## src/rtl/lut_sweep_reader.sv

```systemverilog
// lut_sweep_reader: drives every input code into one LUT neuron and streams the captured outputs packed LSB-first.
// Optional feature: define LUT_SWEEP_POPCOUNT_EN to append one word holding the count of nonzero entries.
module lut_sweep_reader #(
  parameter int unsigned IN_BITS     = 8,
  parameter int unsigned OUT_BITS    = 1,
  parameter int unsigned WORD_W      = 32,
  parameter int unsigned LUT_LATENCY = 0
) (
  input  logic                clk,
  input  logic                rst,
  input  logic                start,
  output logic                busy,
  output logic                done,
  output logic [IN_BITS-1:0]  lut_in,
  input  logic [OUT_BITS-1:0] lut_out,
  output logic [WORD_W-1:0]   m_data,
  output logic                m_valid,
  input  logic                m_ready,
  output logic                m_last
);

  localparam int unsigned EPW    = WORD_W / OUT_BITS;
  localparam int unsigned IDX_W  = IN_BITS + 1;
  localparam int unsigned SLOT_W = (EPW > 1) ? $clog2(EPW) : 1;
  localparam int unsigned WCNT_W = (LUT_LATENCY > 1) ? $clog2(LUT_LATENCY) : 1;
  localparam int unsigned WLAST  = (LUT_LATENCY > 0) ? LUT_LATENCY - 1 : 0;

  localparam logic [IDX_W-1:0]  LAST_IDX  = {1'b0, {IN_BITS{1'b1}}};
  localparam logic [SLOT_W-1:0] LAST_SLOT = SLOT_W'(EPW - 1);
  localparam logic [WCNT_W-1:0] LAST_WCNT = WCNT_W'(WLAST);

  typedef enum logic [2:0] {
    S_IDLE,
    S_DRIVE,
    S_WAIT,
    S_EMIT,
    S_FIN
  } state_t;

  state_t              state;
  logic [IDX_W-1:0]    idx;
  logic [SLOT_W-1:0]   slot;
  logic [WCNT_W-1:0]   wcnt;
  logic [WORD_W-1:0]   pack;

`ifdef LUT_SWEEP_POPCOUNT_EN
  logic [IDX_W-1:0]    pcnt;
  logic                pc_sent;
`endif

  logic                cap_c;
  logic                last_entry_c;
  logic                word_full_c;
  logic [IDX_W-1:0]    idx_nx_c;
  logic [WORD_W-1:0]   cap_pack_c;

  // Capture strobe and the pack word with the current entry merged into its slot
  always_comb begin
    cap_c        = ((state == S_DRIVE) && (LUT_LATENCY == 0)) ||
                   ((state == S_WAIT) && (wcnt == LAST_WCNT));
    last_entry_c = (idx == LAST_IDX);
    word_full_c  = (slot == LAST_SLOT);
    idx_nx_c     = idx + 1'b1;
    cap_pack_c   = pack;
    for (int unsigned s = 0; s < EPW; s++) begin
      if (slot == SLOT_W'(s)) cap_pack_c[s*OUT_BITS +: OUT_BITS] = lut_out;
    end
  end

  always_ff @(posedge clk) begin
    if (rst) begin
      state   <= S_IDLE;
      idx     <= '0;
      slot    <= '0;
      wcnt    <= '0;
      pack    <= '0;
      busy    <= 1'b0;
      done    <= 1'b0;
      lut_in  <= '0;
      m_data  <= '0;
      m_valid <= 1'b0;
      m_last  <= 1'b0;
`ifdef LUT_SWEEP_POPCOUNT_EN
      pcnt    <= '0;
      pc_sent <= 1'b0;
`endif
    end else begin
      done <= 1'b0;
      case (state)
        S_IDLE: begin
          if (start) begin
            state  <= S_DRIVE;
            idx    <= '0;
            slot   <= '0;
            pack   <= '0;
            busy   <= 1'b1;
            lut_in <= '0;
`ifdef LUT_SWEEP_POPCOUNT_EN
            pcnt    <= '0;
            pc_sent <= 1'b0;
`endif
          end
        end
        S_DRIVE: begin
          if (!cap_c) begin
            state <= S_WAIT;
            wcnt  <= '0;
          end
        end
        S_WAIT: begin
          if (!cap_c) wcnt <= wcnt + 1'b1;
        end
        S_EMIT: begin
          // lut_in is left untouched here so the neuron input stays frozen while stalled
          if (m_ready) begin
            m_valid <= 1'b0;
            m_last  <= 1'b0;
            pack    <= '0;
            slot    <= '0;
            if (!last_entry_c) begin
              idx    <= idx_nx_c;
              lut_in <= idx_nx_c[IN_BITS-1:0];
              state  <= S_DRIVE;
            end
`ifdef LUT_SWEEP_POPCOUNT_EN
            else if (!pc_sent) begin
              m_valid <= 1'b1;
              m_last  <= 1'b1;
              m_data  <= WORD_W'(pcnt);
              pc_sent <= 1'b1;
            end
`endif
            else begin
              state <= S_FIN;
              busy  <= 1'b0;
              done  <= 1'b1;
            end
          end
        end
        S_FIN:   state <= S_IDLE;
        default: state <= S_IDLE;
      endcase

      if (cap_c) begin
        pack <= cap_pack_c;
`ifdef LUT_SWEEP_POPCOUNT_EN
        pcnt <= pcnt + IDX_W'(|lut_out);
`endif
        if (word_full_c || last_entry_c) begin
          state   <= S_EMIT;
          m_valid <= 1'b1;
          m_data  <= cap_pack_c;
`ifdef LUT_SWEEP_POPCOUNT_EN
          m_last  <= 1'b0;
`else
          m_last  <= last_entry_c;
`endif
        end else begin
          idx    <= idx_nx_c;
          slot   <= slot + 1'b1;
          lut_in <= idx_nx_c[IN_BITS-1:0];
          state  <= S_DRIVE;
        end
      end
    end
  end

endmodule

```

## config.mk

```make
export PLATFORM = sky130hd
export DESIGN_NAME = lut_sweep_reader
export DESIGN_NICKNAME = d
export VERILOG_FILES = /design/src/rtl/lut_sweep_reader.sv
export SDC_FILE = /design/constraint.sdc
export NUM_CORES = 1
export LEC_CHECK = 0
export ABC_AREA = 1
export BUFFER_PORTS_ARGS = -buffer_cell sky130_fd_sc_hd__buf_4
export CAP_MARGIN = 20
export CORE_UTILIZATION = 53
export DETAILED_ROUTE_END_ITERATION = 10
export PLACE_DENSITY_LB_ADDON = 0.1
export SYNTH_ARGS = -nofsm -noshare
export SYNTH_HDL_FRONTEND = slang
export SYNTH_SLANG_ARGS = --single-unit
```

## constraint.sdc

```tcl
create_clock -name clk -period 2.06 [get_ports clk]
set_clock_uncertainty 0.2 [all_clocks]
set_input_delay 0.206 -clock clk [delete_from_list [all_inputs] [get_ports clk]]
set_output_delay 0.206 -clock clk [all_outputs]
set_load 0.01 [all_outputs]
```

# Yosys cells after proc, flatten, opt, wreduce, memory -nomap -nowiden
# Index checks and enable logic that the tools add are counted.
# classes
n_addsub,3
n_eq_ne,43
n_mux,75
bitwise,3
n_reduce_logical,14
# ops
cell,count
$mux W32,3
$eq A5 B5 Y1 const B,16
$pmux W32 S2,1
$mux W1,46
$mux W9,5
$eq A5 B4 Y1 const B,8
$mux W8,5
$eq A5 B3 Y1 const B,4
$mux W5,4
$pmux W9 S2,1
$pmux W8 S2,1
$mux W3,4
$ne A2 B2 Y1 const B,6
$pmux W3 S4,1
$eq A5 B2 Y1 const B,2
$pmux W5 S2,1
$add A9 B1 Y9 const B,1
$eq A9 B8 Y1 const B,1
$reduce_and A3 Y1,3
$eq A3 B2 Y1 const B,2
$ne A3 B3 Y1 const B,2
$add A5 B1 Y5 const B,1
$eq A5 B1 Y1 const B,1
$logic_not A5 Y1,1
13 further kinds,18
# word_totals
ff_bits,94
output_inout_bits,44
wordCells,149

# Logic depth before layout (Yosys ltp)
# depth
word_depth,6
mapped_depth,15
depth_no_buf,15

# Least setup slack after synthesis
# No wires, ideal clock.
# synth_path
kind,register to register
start,reg idx[0]
end,reg m_data[11]
setup_time_ns,0.113
arrival_time_ns,1.783
required_time_ns,1.747
setup_slack_ns,-0.036
stages_incl_launch_ff,15
path_buffers,1
path_cell_list,dfxtp_1 > ha_1 > nand2_1 > inv_1 > nand4_1 > nor2_1 > ha_1 > nor2_1 > inv_1 > nand2_2 > inv_2 > buf_2 > nand2_1 > nand2_1 > nor2_1
# synth_via
elab_chain_len,3
# synth_rtl
element,line_no,text
"start, declared",41,logic [IDX_W-1:0] idx;
"start signal, assigned",121,idx <= idx_nx_c;
"start signal, assigned",159,idx <= idx_nx_c;
$eq A9 B8 Y1,61,last_entry_c = (idx == LAST_IDX);
named net last_entry_c,52,logic last_entry_c;
$logic_or A1 B1 Y1,149,if (word_full_c || last_entry_c) begin
$reduce_and A2 Y1 (no source line),-,
"end signal, assigned",152,m_data <= cap_pack_c;
"end, declared",16,"output logic [WORD_W-1:0] m_data,"
# The timed path passes the listed nets, and every way through them passes these cells.
# A chain may end at the register's enable or synchronous reset.

# Final worst setup path
# layout_path
start,reg idx[1]
end,reg m_data[15]
# Same word-level chain as after synthesis.

==> impl_metrics.tcl <==
set metrics [dict create \
    status "finished with violations" \
    violations "negative setup slack" \
    grt_pass1_vias 4304 \
    synth_top_area_share_pct 39.57 \
    drv_slew 0 \
    ir_worst_vdd_mv 0.3507 \
    cp.required_ns 2.13 \
    max-slew-margin-rel_pct 63.95 \
    fmax_mhz 482.4 \
    yosys_warnings 0 \
    grt.overflow.total 0 \
    final_nets 785 \
    fillers 790 \
    pin_count 49 \
    first_pass_iters 5 \
    drive_gt1_share_pct 20.36 \
    wl_per_cell_um 13.45 \
    ff2ff_setup_slack_ns -0.01 \
    ys_seq_area_share_pct 39.57 \
    ys_types 28 \
    antenna_found_initial 0 \
    worst_pin_slew_ns 0.5395 \
    die_h_um 96.73 \
    drc 0 \
    clk_pin_slew_ns 0.10 \
    viasPerCell 5.455 \
    ys_seq_elements 94 \
    p_per_area_mw_per_mm2 605.1 \
    fin_area_mm2 0.005746 \
    final_core_util_pct 65.88 \
    wl_mm 11.89 \
    track_usage_pct 25.09 \
    placement.io_buffers 48 \
    start_util_pct 54.53 \
    power_mw 3.477 \
    arrival_ns 2.14 \
    core_mm2 0.008721 \
    max-cap-violations 0 \
    clock_latency_ns 0.37 \
    vias 4822 \
    hold_class "primary input to register" \
    setup_viol 2 \
    cts-root-buf "clkbuf_8" \
    cp-end-kind "register" \
    synthesis.area_mm2 0.004756 \
    htree_levels 3 \
    crit_type "register to register" \
    crit_path_start_kind "register" \
    die_area_mm2 0.009356 \
    cp_max_fo 12 \
    finalHoldViolations 0 \
    syn_avg_cell_area_um2 6.708 \
    cp_common_cell "inv_2" \
    yosys-top-cells-area "dfxtp_1, nand2_1, nand3_1" \
    cts.sink_count 94 \
    placed_area_mm2 0.005340 \
    clock_path_buffers 2 \
    num_rows 34 \
    cts_buffers 9 \
    synth.largest_area_cell "dfxtp_1" \
    slowest_stage "dfxtp_2" \
    syn2layout_area_growth_pct 20.81 \
    antenna_left 0 \
    post-route-min-period_ns 2.073 \
    leakagePower_nw 2.411 \
    drtIter0Drc 262 \
    grt_max_degree 44 \
    dp_hpwl_mm 7.934 \
    layout_setup_ws_ns -0.01284 \
    crit_chain "ha_4 -> nand2_2 -> inv_2 -> nand4_1 -> nor2_2 -> ha_2 -> nor2_4 -> inv_2 -> nand2_4 -> buf_4 -> o21ai_0 -> nor2_1" \
    syn_nets 723 \
    min_period_over_period_pct 100.6 \
    netlist_instances 709 \
    slowest_delay_ns 0.36 \
    antenna_cells 0 \
    cts_tree "built" \
    place.gp.congestion 0.8458 \
    rsz0062_at_grt "yes" \
    grt_pass1_wl_mm 19.58 \
    die_w_um 96.73 \
]
[path summary, 6_finish.rpt]
path / start / to / cells after the start
worst max-delay path: idx[1] / m_data[15] / 12
worst max register to register: idx[1] / m_data[15] / 12
worst min-delay path: start / state[0] / 5
worst min register to register: busy / busy / 2
[worst max-delay path: cells and delay by family, from the launching register on]
family / cells / cell delay, ns
adder cells (fa/ha/maj): 2 / 0.39
AND/OR/NAND/NOR: 6 / 0.49
AO/OA/AOI/OAI: 1 / 0.20
buffers and inverters: 3 / 0.31
flip-flops: 1 / 0.36
[logic make-up (layout without fill, tap and decap cells)]
kind of cell / after synthesis / count (layout) / share of synthesized area, %
XOR/XNOR: 2 / 2 / 0.3684
buffers and inverters: 105 / 172 / 9.734
AND/OR/NAND/NOR: 357 / 357 / 31.36
flip-flops: 94 / 94 / 39.57
AO/OA/AOI/OAI: 142 / 142 / 16.60
adder cells (fa/ha/maj): 9 / 9 / 2.368
[power by group]
group / leakage (nW) / total (mW) / internal, mW / switching, mW
Clock: 0.0910 / 1.13 / 0.449 / 0.686
Sequential: 0.762 / 1.88 / 1.85 / 0.0288
Combinational: 1.56 / 0.461 / 0.159 / 0.302
[routing by layer]
metal  vias to the layer above  track usage [%]  wire (um)
li1                       2436                -          -
met1                      2259            31.29       5249
met2                       106            44.10       5976
met3                        21            3.179        436
met4                         0            9.300        229
met5                         -                0          0
[cell usage after synthesis, drive strengths merged]
cell,count
nand2,167
nor2,102
dfxtp,94
nand3,87
inv,61
a21oi,60
o21ai,54
buf,25
o211ai,24
clkbuf,18
ha,9
a31oi,1
clkinv,1
nand4,1
o21bai,1
o22ai,1
o31ai,1
xnor2,1
xor2,1
[area by class of cell]
cell class / instances / area, um2 / share of cell area [%]
sequential: 94 / 1886 / 32.82
timing repair buffer: 94 / 792.0 / 13.78
inverter: 62 / 244.0 / 4.247
clock inverter: 6 / 45.04 / 0.7840
tap: 108 / 135.1 / 2.352
clock buffer: 10 / 127.6 / 2.221
multi-input combinational: 510 / 2516 / 43.79
[placed cells by master (no fill, tap or decap), types with 4 or more instances in the layout]
| master | n |
|---|---|
| o21ai_0 | 41 |
| dfxtp_1 | 91 |
| inv_1 | 52 |
| nand3_1 | 84 |
| buf_4 | 85 |
| nand2_1 | 147 |
| a21oi_1 | 56 |
| nand2_2 | 17 |
| clkbuf_8 | 9 |
| a21oi_2 | 4 |
| nor2_1 | 97 |
| o21ai_1 | 10 |
| o211ai_1 | 24 |
| inv_2 | 7 |
| ha_1 | 7 |
[through the flow]
step	instances	hold WS, ns	worst slack [ns]	TNS, ns
detailed placement	859	0.2599	-0.08413	-0.7531
CTS	881	0.06110	-0.0007772	-0.0007772
global placement	859	0.2524	0.007489	0
floorplan	709	0.1897	0.02279	0
finish	884	0.06431	-0.01284	-0.01879
global route	884	0.08279	-0.1290	-4.050
[state kept, by name (all words and copies together) (netlist names)]
register / count
busy: 1
done: 1
idx: 9
lut_in: 8
m_data: 32
m_last: 1
m_valid: 1
pack: 32
slot: 5
state: 3
wcnt: 1
[repair_timing]
item,CTS,global route
setup endpoints to repair,32,55
hold buffers,1,0
gates resized for setup,9,41
gates cloned,0,2
hold endpoints to repair,2,0
buffers inserted,5,1
pin swaps,2,15
No activity file was read; power rests on OpenSTA's default activity.
